==> config.mk <==
export PLATFORM = sky130hd
export DESIGN_NAME = spdif_subframe_receiver
export DESIGN_NICKNAME = d
export VERILOG_FILES = /design/src/rtl/spdif_pkg.sv /design/src/rtl/spdif_run_classifier.sv /design/src/rtl/spdif_subframe_receiver.sv
export SDC_FILE = /design/constraint.sdc
export NUM_CORES = 1
export LEC_CHECK = 0
export CORE_ASPECT_RATIO = 0.7
export CORE_MARGIN = 10
export CORE_UTILIZATION = 50
export CTS_CLUSTER_SIZE = 24
export DETAILED_ROUTE_END_ITERATION = 12
export PLACE_DENSITY_LB_ADDON = 0.25
export SLEW_MARGIN = 0
export SYNTH_ARGS = -nofsm -noshare
export SYNTH_HDL_FRONTEND = slang
export SYNTH_SLANG_ARGS = --single-unit
==> constraint.sdc <==
create_clock -name clk_60mhz -period 2.1 [get_ports clk_60mhz]
set_input_delay 0.525 -clock clk_60mhz [delete_from_list [all_inputs] [get_ports clk_60mhz]]
set_output_delay 0.525 -clock clk_60mhz [all_outputs]
set_load 0.02 [all_outputs]
==> src/rtl/spdif_pkg.sv <==
// spdif_pkg: shared run classes, preamble types, FSM states and subframe slot indices
package spdif_pkg;
  typedef enum logic [1:0] {R1, R2, R3, ERR} run_class_t;
  typedef enum logic [1:0] {PRE_B, PRE_M, PRE_W} preamble_t;
  typedef enum logic [1:0] {HUNT, PRE, DATA} state_t;
  localparam int AUDIO_LSB = 4;
  localparam int V = 28;
  localparam int U = 29;
  localparam int C = 30;
  localparam int P = 31;
endpackage

==> src/rtl/spdif_run_classifier.sv <==
// spdif_run_classifier: synchronizes the line, times runs between edges and classifies them
module spdif_run_classifier
  import spdif_pkg::*;
#(
  parameter int RUN1_MIN = 7,
  parameter int RUN2_MIN = 15,
  parameter int RUN3_MIN = 25,
  parameter int RUN3_MAX = 34
) (
  input  logic       clk_60mhz,
  input  logic       rst_n,
  input  logic       sdata_in,
  output logic       run_valid,
  output run_class_t run_class
);
  localparam int CW = $clog2(RUN3_MAX + 2);
  localparam logic [CW-1:0] T1 = CW'(RUN1_MIN);
  localparam logic [CW-1:0] T2 = CW'(RUN2_MIN);
  localparam logic [CW-1:0] T3 = CW'(RUN3_MIN);
  localparam logic [CW-1:0] TMAX = CW'(RUN3_MAX);
  localparam logic [CW-1:0] TSAT = CW'(RUN3_MAX + 1);
  localparam logic [CW-1:0] ONE = CW'(1);
  logic sync1, sync2, level, started, edge_det;
  logic [CW-1:0] cnt;
  run_class_t cls;
  assign edge_det = sync2 ^ level;
  assign cls = (cnt < T1 || cnt > TMAX) ? ERR : cnt >= T3 ? R3 : cnt >= T2 ? R2 : R1;
  // synchronize, detect edges and classify the run each edge closes; the first edge only arms timing
  always_ff @(posedge clk_60mhz or negedge rst_n) begin
    if (!rst_n) begin
      sync1 <= 1'b0;
      sync2 <= 1'b0;
      level <= 1'b0;
      started <= 1'b0;
      cnt <= '0;
      run_valid <= 1'b0;
      run_class <= R1;
    end else begin
      sync1 <= sdata_in;
      sync2 <= sync1;
      level <= sync2;
      run_valid <= edge_det && started;
      cnt <= edge_det ? ONE : cnt == TSAT ? cnt : cnt + ONE;
      if (edge_det) begin
        started <= 1'b1;
        run_class <= cls;
      end
    end
  end
endmodule

==> src/rtl/spdif_subframe_receiver.sv <==
// spdif_subframe_receiver: biphase-mark S/PDIF subframe decoder; SPDIF_PARITY_CHECK_EN enables parity checking
module spdif_subframe_receiver
  import spdif_pkg::*;
#(
  parameter int RUN1_MIN = 7,
  parameter int RUN2_MIN = 15,
  parameter int RUN3_MIN = 25,
  parameter int RUN3_MAX = 34
) (
  input  logic        clk_60mhz,
  input  logic        rst_n,
  input  logic        sdata_in,
  output logic [23:0] sample,
  output logic        chan_b,
  output logic        block_start,
  output logic        vbit,
  output logic        ubit,
  output logic        cbit,
  output logic        parity_err,
  output logic        sample_valid,
  output logic        locked
);
  logic run_valid, half, data_bit, last, perr_next, is_b, is_m, is_w;
  run_class_t rc, p1, p2;
  state_t state;
  preamble_t ptype;
  logic [1:0] pidx;
  logic [4:0] slot;
  logic [26:0] sh;
  logic [27:0] nxt;

  spdif_run_classifier #(
    .RUN1_MIN(RUN1_MIN),
    .RUN2_MIN(RUN2_MIN),
    .RUN3_MIN(RUN3_MIN),
    .RUN3_MAX(RUN3_MAX)
  ) u_cls (
    .clk_60mhz(clk_60mhz),
    .rst_n(rst_n),
    .sdata_in(sdata_in),
    .run_valid(run_valid),
    .run_class(rc)
  );

  assign data_bit = state == DATA && (rc == R2 ? !half : rc == R1 && half);
  assign nxt = {rc == R1, sh};
  assign last = slot == 5'(P);
  assign is_b = p2 == R1 && p1 == R1 && rc == R3;
  assign is_m = p2 == R3 && p1 == R1 && rc == R1;
  assign is_w = p2 == R2 && p1 == R1 && rc == R2;

`ifdef SPDIF_PARITY_CHECK_EN
  assign perr_next = ^nxt;
  // parity result is captured alongside the other fields at each strobe
  always_ff @(posedge clk_60mhz or negedge rst_n) begin
    if (!rst_n) parity_err <= 1'b0;
    else if (run_valid && data_bit && last) parity_err <= perr_next;
  end
`else
  assign perr_next = 1'b0;
  assign parity_err = 1'b0;
`endif

  // preamble hunt/match and bit decode; any bad run drops back to HUNT and clears locked
  always_ff @(posedge clk_60mhz or negedge rst_n) begin
    if (!rst_n) begin
      state <= HUNT;
      pidx <= 2'd0;
      p1 <= R1;
      p2 <= R1;
      ptype <= PRE_B;
      half <= 1'b0;
      slot <= 5'd0;
      sh <= '0;
      sample <= '0;
      chan_b <= 1'b0;
      block_start <= 1'b0;
      vbit <= 1'b0;
      ubit <= 1'b0;
      cbit <= 1'b0;
      sample_valid <= 1'b0;
      locked <= 1'b0;
    end else begin
      sample_valid <= 1'b0;
      if (run_valid) begin
        case (state)
          HUNT: if (rc == R3) begin
            state <= PRE;
            pidx <= 2'd1;
          end
          PRE: begin
            pidx <= pidx + 2'd1;
            p1 <= rc;
            p2 <= p1;
            if (rc == ERR || (pidx == 2'd0 && rc != R3) || (pidx == 2'd3 && !(is_b || is_m || is_w))) begin
              state <= HUNT;
              locked <= 1'b0;
            end else if (pidx == 2'd3) begin
              state <= DATA;
              slot <= 5'(AUDIO_LSB);
              half <= 1'b0;
              ptype <= is_b ? PRE_B : is_m ? PRE_M : PRE_W;
            end
          end
          DATA: if (data_bit) begin
            sh <= nxt[27:1];
            half <= 1'b0;
            slot <= slot + 5'd1;
            if (last) begin
              state <= PRE;
              pidx <= 2'd0;
              sample_valid <= 1'b1;
              sample <= nxt[23:0];
              vbit <= nxt[V-AUDIO_LSB];
              ubit <= nxt[U-AUDIO_LSB];
              cbit <= nxt[C-AUDIO_LSB];
              chan_b <= ptype == PRE_W;
              block_start <= ptype == PRE_B;
              locked <= !perr_next;
            end
          end else if (rc == R1) begin
            half <= 1'b1;
          end else begin
            state <= HUNT;
            locked <= 1'b0;
          end
          default: state <= HUNT;
        endcase
      end
    end
  end
endmodule

Word-level counts from Yosys, hierarchy flattened

Cells that the tools add are included.
Widths: inputs -> output; s select.

Register bits after elaboration: 87
Latch bits: 0
RAM bits: 0
ROM bits: 0
Input port bits: 3
Output and inout bits: 32
Word-level logic and storage cells: 126
Memories kept: 0

Add/subtract/negate cells: 3
$mul: 0
Div/mod/pow operators: 0
Magnitude comparators: 4
Equality and inequality tests: 23
Shifts and indexed selects: 0
Multiplexer cells: 36
Bitwise logic cells: 2
Reduce and logical (&&, ||, !) cells: 35

Operators by type and width:

| kind                | number |
|---|---|
| $reduce_and 5->1    | 5 |
| $mux 2              | 12 |
| $mux 5              | 3 |
| $mux 1              | 14 |
| $ne 2x2->1 const B  | 7 |
| $eq 2x2->1 const B  | 6 |
| $logic_not 2->1     | 6 |
| $mux 6              | 2 |
| $ne 3x3->1 const B  | 4 |
| $pmux 2 s3          | 2 |
| $logic_and 1x1->1   | 11 |
| $pmux 5 s2          | 1 |
| $reduce_and 4->1    | 2 |
| $add 6x1->6 const B | 1 |
| $eq 2x1->1 const B  | 3 |
| $eq 6x6->1 const B  | 1 |
| $ge 6x4->1 const B  | 1 |
| $ge 6x5->1 const B  | 1 |
| $gt 6x6->1 const B  | 1 |
| $lt 6x3->1 const B  | 1 |
| $add 5x1->5 const B | 1 |
| $eq 5x5->1 const B  | 1 |
| $logic_or 1x1->1    | 5 |
| $pmux 1 s2          | 2 |
| 9 further kinds     | 10 |

Logic depth before layout (Yosys ltp)

Gate-level depths: netlist of run 1.

Word-level depth: 10
Depth in mapped cells: 8
Gate-level depth less buffers: 7

Modules after synthesis

A second synthesis of run 1 with hierarchy kept.

Cell total of the unflattened synthesis: 318
Area total of the unflattened synthesis: 4056.4 um2

Modules (own cells, without submodules):

| module                  | times used | cells an instance | area an instance (um2) | seq. area each (um2) |
|---|---|---|---|---|
| spdif_subframe_receiver | 1          | 258               | 3425.8                 | 1851.8 |
| spdif_run_classifier    | 1          | 60                | 630.6                  | 325.3 |

Least setup slack after synthesis of run 1

OpenSTA, ideal clock, no wires.

Kind: reg2reg
Start: reg slot[0]
End: reg locked
Library setup time: 125 ps
Data arrival time: 1775 ps
Data required time: 1975 ps
Path slack: 200 ps
Cell stages (with the launch flop): 8
Path buffers: 0
Clock period less this slack: 1900 ps
Cell sequence: dfrtp_1 -> ha_1 -> and3_1 -> ha_1 -> maj3_1 -> nor2_1 -> a311oi_1 -> mux2_2

Word-level cells in the longest chain between the ends: 3

RTL lines:

| what                              | RTL line                       | source |
|---|---|---|
| start: declaration                | spdif_subframe_receiver.sv:28  | `logic [4:0] slot;` |
| start signal: assignment          | spdif_subframe_receiver.sv:100 | `slot <= 5'(AUDIO_LSB);` |
| start signal: assignment          | spdif_subframe_receiver.sv:108 | `slot <= slot + 5'd1;` |
| $eq 5x5->1                        | spdif_subframe_receiver.sv:47  | `assign last = slot == 5'(P);` |
| $ne 3x3->1 (no source line)       | -                              |  |
| $reduce_and 5->1 (no source line) | -                              |  |
| end signal: assignment            | spdif_subframe_receiver.sv:119 | `locked <= !perr_next;` |
| end: declaration                  | spdif_subframe_receiver.sv:21  | `output logic locked` |

Every way passes these cells.
A chain may end at the register's enable or synchronous reset.

Final worst setup path of run 1

Ends and elaborated chain as after synthesis.

==> impl_metrics.py, run 1 <==
metrics = {
    "yosys": {
        "yosysUniqueCellTypes": 54,
        "synth.avg_cell_area_um2": 13.1,
        "ys_warn_count": 0,
        "synth_edf_count": 0,
        "synth_seq_cells": 87,
        "synth-async-reset-ratio_pct": 100,
        "synthCells": 295,
        "synth_ff_type": "dfrtp_1",
        "syn-num-nets": 310,
        "synthesis.area_um2": 3850,
        "ys_seq_area_share_pct": 56.5,
    },
    "cells_and_area": {
        "fillCellCount": 571,
        "diodes": 0,
        "layout_common_cells": "dfrtp_1, mux2_2, clkdlybuf4s50_1",
        "final_common_cell": "dfrtp_1",
        "drive_above_1_share_pct": 21.3,
        "area_growth_pct": 18.1,
        "nNetsFinal": 352,
    },
    "outcome": {
        "status": "complete, no violations",
    },
    "sta": {
        "timing.final.ws_setup_ps": 136,
        "rsz0062_at_grt": "false",
        "period_share_pct": 93.5,
        "tightest_slew_ps": 826,
        "slew_violations": 0,
        "maxClockFrequency_ghz": 0.509,
        "fin_skew_ps": 6.93,
        "finalSetupViolCount": 0,
        "fin_setup_tns_ps": 0,
        "relSlewSlack_pct": 44.7,
        "finalHoldViolCount": 0,
        "period_minus_slack_ps": 1960,
    },
    "routing": {
        "drc": 0,
        "vias_per_cell": 5.42,
        "wire_per_inst_um": 16.4,
        "antenna_left": 0,
        "drtIter0Drc": 206,
        "vias": 2385,
        "routed_wl_mm": 7.20,
        "dr.pass1.iters": 4,
    },
    "worst_setup_path": {
        "path_class": "register to register",
        "worstPathArrival_ps": 2220,
        "cp_data_required_time_ps": 2350,
        "cp-end-kind": "register",
        "critical_path.cell_chain": "ha_2 -> and3_1 -> ha_2 -> maj3_1 -> nor2_2 -> a311oi_1 -> mux2_2",
        "cpMostUsedCell": "ha_2",
        "crit_slowest_cell": "dfrtp_1",
        "critPathMaxFanout": 3,
        "cp_slowest_stage_delay_ps": 400,
        "cp-start-kind": "register",
    },
    "min_path": {
        "min_path_type": "primary input to async pin",
    },
    "clock_tree": {
        "clkSinkCount": 87,
        "clk_pin_slew_ps": 80,
        "h-tree-depth": 3,
        "cts_made_buffers": 9,
        "cts_buffer_depth": 2,
        "cts-root-buf": "clkbuf_8",
        "insertion_delay_ps": 360,
        "cts_tree": "done",
    },
    "global_routing": {
        "grt_usage_pct": 13.3,
        "grt_start_max_net_pins": 33,
        "grt_overflow": 0,
        "grt_pass1_vias": 2541,
        "antenna_found_initial": 0,
        "grt_pass1_wl_mm": 12.7,
    },
    "power": {
        "p_leak_uw": 0.00220,
        "p_total_uw": 3630,
        "powerDensity_nw_per_um2": 798,
        "ir_worst_vdd_v": 0.000589,
    },
    "placed_design": {
        "dp_hpwl_mm": 5.06,
        "io_buffers": 33,
        "dpl_worst_slack_ps": 51.8,
        "place.gp.congestion": 0.842,
    },
    "floorplan": {
        "die_h_um": 93.5,
        "core.rowCount": 26,
        "start_util_pct": 52.2,
        "ioPinCount": 35,
        "die_area_um2": 11700,
        "core_um2": 7380,
        "die_w_um": 125,
    },
    "job": {
        "max_cap_violations": 0,
    },
}
==> timing repair <==
action | CTS | global route
endpoints found under the hold margin | 0 | 0
setup endpoints to repair | 0 | 3
buffers inserted | 0 | 1
gates resized for setup | 0 | 3
hold buffers | 0 | 0
==> power breakdown <==
group	switching (µW)	leakage [µW]	total (µW)	internal [µW]
Sequential	99.6	0.00116	1850	1750
Combinational	295	0.000940	502	206
Clock	578	0.000110	1280	702
Total	973	0.00220	3630	2660
==> registers in the layout (all words and copies together), names as in the netlist, 2 cells and up <==
signal and cells:
p1 2, p2 2, pidx 2, ptype 2
sample 24, sh 27, slot 5, state 2
u_cls.cnt 6, u_cls.run_class 2
==> cell families (layout without fill, tap and decap cells) <==
logic type | after synthesis | in the layout | synth area share, %
AO/OA/AOI/OAI | 36 | 36 | 7.21
other | 1 | 1 | 0.0973
buffers and inverters | 24 | 71 | 3.15
flip-flops | 87 | 87 | 56.5
multiplexers | 64 | 64 | 18.6
adder cells (fa/ha/maj) | 13 | 13 | 4.16
XOR/XNOR | 6 | 6 | 1.36
AND/OR/NAND/NOR | 64 | 64 | 8.96
==> routing by layer <==
layer	wire length [µm]	vias up	GRT usage, %
met5	0	-	0
met3	435	10	5.08
met2	3290	43	20.8
met1	3370	1202	16.6
met4	91	0	4.30
li1	-	1130	-
==> cell type report <==
cell class | count | area (µm²) | area share (%)
Clock buffer | 11 | 141 | 3.11
Clock inverter | 5 | 81.3 | 1.79
Inverter | 14 | 52.6 | 1.15
Multi-Input combinational cell | 184 | 1560 | 34.3
Sequential cell | 87 | 2180 | 47.8
Tap cell | 98 | 123 | 2.69
Timing Repair Buffer | 41 | 413 | 9.07
==> cell usage after synthesis (all sizes together), types with 3 or more instances <==
library cell  number  area share, %
a211o              3           0.68
o21ai              8            1.3
nor2              17            1.9
nand3              6           0.91
ha                12            3.9
a31oi              7            1.1
mux2              60             18
dfrtp             87             56
and3               6            1.1
mux2i              4            1.0
nand2             12            1.2
inv               14            1.4
xnor2              4           0.91
nor3               7           0.91
buf                8            1.6
nand2b             3           0.49
or2                3           0.49
==> worst paths after layout <==
check                                       from               endpoint  slack, ps  cells past startpoint
setup / recovery             slot[0]$_DFFE_PN0P_     locked$_DFFE_PN0P_        140                      7
hold / removal                             rst_n      sh[9]$_DFFE_PN0P_         70                      1
setup reg to reg             slot[0]$_DFFE_PN0P_     locked$_DFFE_PN0P_        140                      7
hold reg to reg            u_cls.sync1$_DFF_PN0_  u_cls.sync2$_DFF_PN0_        350                      0
max in group asynchronous                  rst_n       cbit$_DFFE_PN0P_       1390                      2
min in group clk_60mhz     u_cls.sync1$_DFF_PN0_  u_cls.sync2$_DFF_PN0_        350                      0
==> worst max-delay path: cells and delay by family (launching register included) <==
family,cells,cell delay [ps]
adder cells (fa/ha/maj),3,780
flip-flops,1,400
AND/OR/NAND/NOR,2,310
multiplexers,1,290
AO/OA/AOI/OAI,1,70
==> through the flow <==
stage / cells / util, % / hold WS, ps / cell area, µm²
finish: 440 / 61.6 / 67.3 / 4550
global route: 440 / 61.6 / 92.7 / 4550
CTS: 439 / 61.4 / 75.2 / 4540
detailed placement: 423 / 58.4 / 335 / 4310
global placement: 423 / 58.4 / 336 / 4310
floorplan: 295 / - / 229 / 3850
(Power assumes the default switching activity.)
==> run 2, diff against run 1 <==
--- a/config.mk
+++ b/config.mk
@@ -10,7 +10,7 @@
 export CORE_UTILIZATION = 50
 export CTS_CLUSTER_SIZE = 24
 export DETAILED_ROUTE_END_ITERATION = 12
-export PLACE_DENSITY_LB_ADDON = 0.25
+export PLACE_DENSITY = 0.79
 export SLEW_MARGIN = 0
 export SYNTH_ARGS = -nofsm -noshare
 export SYNTH_HDL_FRONTEND = slang
==> run 2 against run 1 <==
Net effect:
- first-iteration DRC count decreased by 22%
- cell area fell by 1.2%
- clock power down 19%
- worst setup slack worse by 25 ps
- total power decreased by 6.6%
- via count decreased by 0.55%
- combinational power hardly changed
- flip-flop and latch count is the same
- critical endpoint unchanged
- highest routed layer unchanged
==> impl_metrics.py, run 2 (synthesized netlist as in run 1, its figures left out) <==
metrics = {
    "cells_and_area": {
        "diodes": 0,
        "layout_common_cells": "dfrtp_1, mux2_2, clkdlybuf4s50_1",
        "post-route-util_pct": 60.9,
        "drive_above_1_share_pct": 20.0,
        "layout.cells.non_filler": 438,
        "nNetsFinal": 350,
        "final_common_cell": "dfrtp_1",
        "regMostFlops": "sh",
        "area_growth_pct": 16.6,
        "top_regs": "sh (27), sample (24), u_cls.cnt (6)",
        "largest_register_ffs": 27,
    },
    "clock_tree": {
        "clk_pin_slew_ps": 90,
        "post_cts.repair.setup_buffers": 0,
        "clkSinkCount": 87,
        "cts-root-buf": "clkbuf_8",
        "insertion_delay_ps": 360,
        "cts_tree": "done",
        "cts_made_buffers": 9,
        "h-tree-depth": 3,
        "cts_buffer_depth": 2,
    },
    "power": {
        "powerDensity_nw_per_um2": 754,
        "p_leak_uw": 0.00218,
        "ir_worst_vdd_v": 0.000575,
    },
    "sta": {
        "tightest_slew_ps": 726,
        "fin_skew_ps": 12.3,
        "slew_violations": 0,
        "relSlewSlack_pct": 51.4,
        "finalSetupViolCount": 0,
        "fin_hold_ws_ps": 125,
        "period_minus_slack_ps": 1990,
        "period_share_pct": 94.7,
        "rsz0062_at_grt": "false",
        "maxClockFrequency_ghz": 0.503,
        "fin_setup_tns_ps": 0,
        "timing.final.ws_setup_ps": 111,
        "finalHoldViolCount": 0,
    },
    "floorplan": {
        "ioPinCount": 35,
        "die_area_um2": 11700,
        "start_util_pct": 52.2,
        "die_h_um": 93.5,
        "die_w_um": 125,
        "core.rowCount": 26,
        "core_um2": 7380,
    },
    "routing": {
        "dr.pass1.iters": 4,
        "antenna_left": 0,
        "vias": 2372,
        "routed_wl_mm": 6.76,
        "drc": 0,
        "drtIter0Drc": 160,
        "vias_per_cell": 5.42,
        "wire_per_inst_um": 15.4,
    },
    "worst_setup_path": {
        "cp_num_buf_inv": 0,
        "critical_path.cell_chain": "ha_1 -> and3_1 -> ha_1 -> maj3_1 -> nor2_2 -> a311oi_1 -> mux2_2",
        "reg2reg_slack_ps": 110,
        "cp_slowest_stage_delay_ps": 410,
        "timing.rr.start": "slot[0]$_DFFE_PN0P_",
        "cpMostUsedCell": "ha_1",
        "worstPathArrival_ps": 2240,
        "reg2reg_depth": 7,
        "crit_family": "adder cells",
        "critPathMaxFanout": 4,
        "worstReg2RegEnd": "locked$_DFFE_PN0P_",
        "cp_data_required_time_ps": 2350,
        "cp-end-kind": "register",
        "path_class": "register to register",
        "crit_slowest_cell": "dfrtp_1",
        "cp-start-kind": "register",
    },
    "global_routing": {
        "grt_pass1_vias": 2408,
        "grt_start_max_net_pins": 52,
        "grt_overflow": 0,
        "grt_pass1_wl_mm": 11.9,
        "antenna_found_initial": 0,
        "grt_usage_pct": 12.3,
    },
    "outcome": {
        "status": "complete, no violations",
    },
    "placed_design": {
        "place.gp.congestion": 0.812,
        "io_buffers": 33,
        "dp.cells": 422,
        "dp_hpwl_mm": 4.76,
        "dpl_worst_slack_ps": 70.8,
    },
    "min_path": {
        "min_path_type": "primary input to async pin",
    },
    "job": {
        "max_cap_violations": 0,
    },
}
## run 2: cell type report
type                       instances  area, µm²
clock buffer                      11        131
clock inverter                     5       42.5
fill                             573       2890
inverter                          14       52.6
multi-input combinational        184       1560
sequential                        87       2180
tap                               98        123
timing repair buffer              39        410
## run 2: per-stage QoR
step	cell area, µm²	power (µW)
2_1_floorplan	3850	2240
3_3_place_gp	4320	2360
3_5_place_dp	4320	2380
4_1_cts	4490	3420
5_1_grt	4490	3580
6_report	4490	3390
## run 2: timing repair
item / 4_1_cts / 5_1_grt
hold buffers: 0 / 0
resized for setup: 0 / 1
endpoints found under the setup margin: 0 / 1
## run 2: worst max path at each step
| stage | slack, ps | endpoint | cells past startpoint | from |
|---|---|---|---|---|
| global route | 10 | slot[1]$_DFFE_PN0P_ | 7 | pidx[0]$_DFFE_PN0P_ |
| finish | 110 | locked$_DFFE_PN0P_ | 7 | slot[0]$_DFFE_PN0P_ |
| detailed placement | 70 | locked$_DFFE_PN0P_ | 7 | slot[0]$_DFFE_PN0P_ |
| global placement | 130 | locked$_DFFE_PN0P_ | 7 | slot[0]$_DFFE_PN0P_ |
| CTS | 80 | locked$_DFFE_PN0P_ | 7 | slot[0]$_DFFE_PN0P_ |
| floorplan | 200 | locked$_DFFE_PN0P_ | 7 | slot[0]$_DFFE_PN0P_ |
## run 2: worst reg2reg max path, cell delays in order (launching register included)
cell and delay, ps:
dfrtp_1 410, ha_1 240, and3_1 160, ha_1 220
maj3_1 370, nor2_2 130, a311oi_1 70, mux2_2 290
## run 2: layer usage
| metal | vias to the layer above | track usage [%] | routed length [µm] | part of all wire [%] |
|---|---|---|---|---|
| met5 | - | 0 | 0 | 0 |
| met3 | 6 | 5.02 | 381 | 5.6 |
| li1 | 1130 | - | - | - |
| met1 | 1196 | 16.0 | 3240 | 48 |
| met2 | 40 | 18.8 | 3080 | 46 |
| met4 | 0 | 3.15 | 61 | 0.90 |
## run 2: power breakdown
group          total [µW]  switching, µW  leakage (µW)  internal (µW)
Clock                1040            597     0.0000841            441
Sequential           1850           99.6       0.00116           1750
Combinational         504            296      0.000939            208
Total                3390            992       0.00218           2400
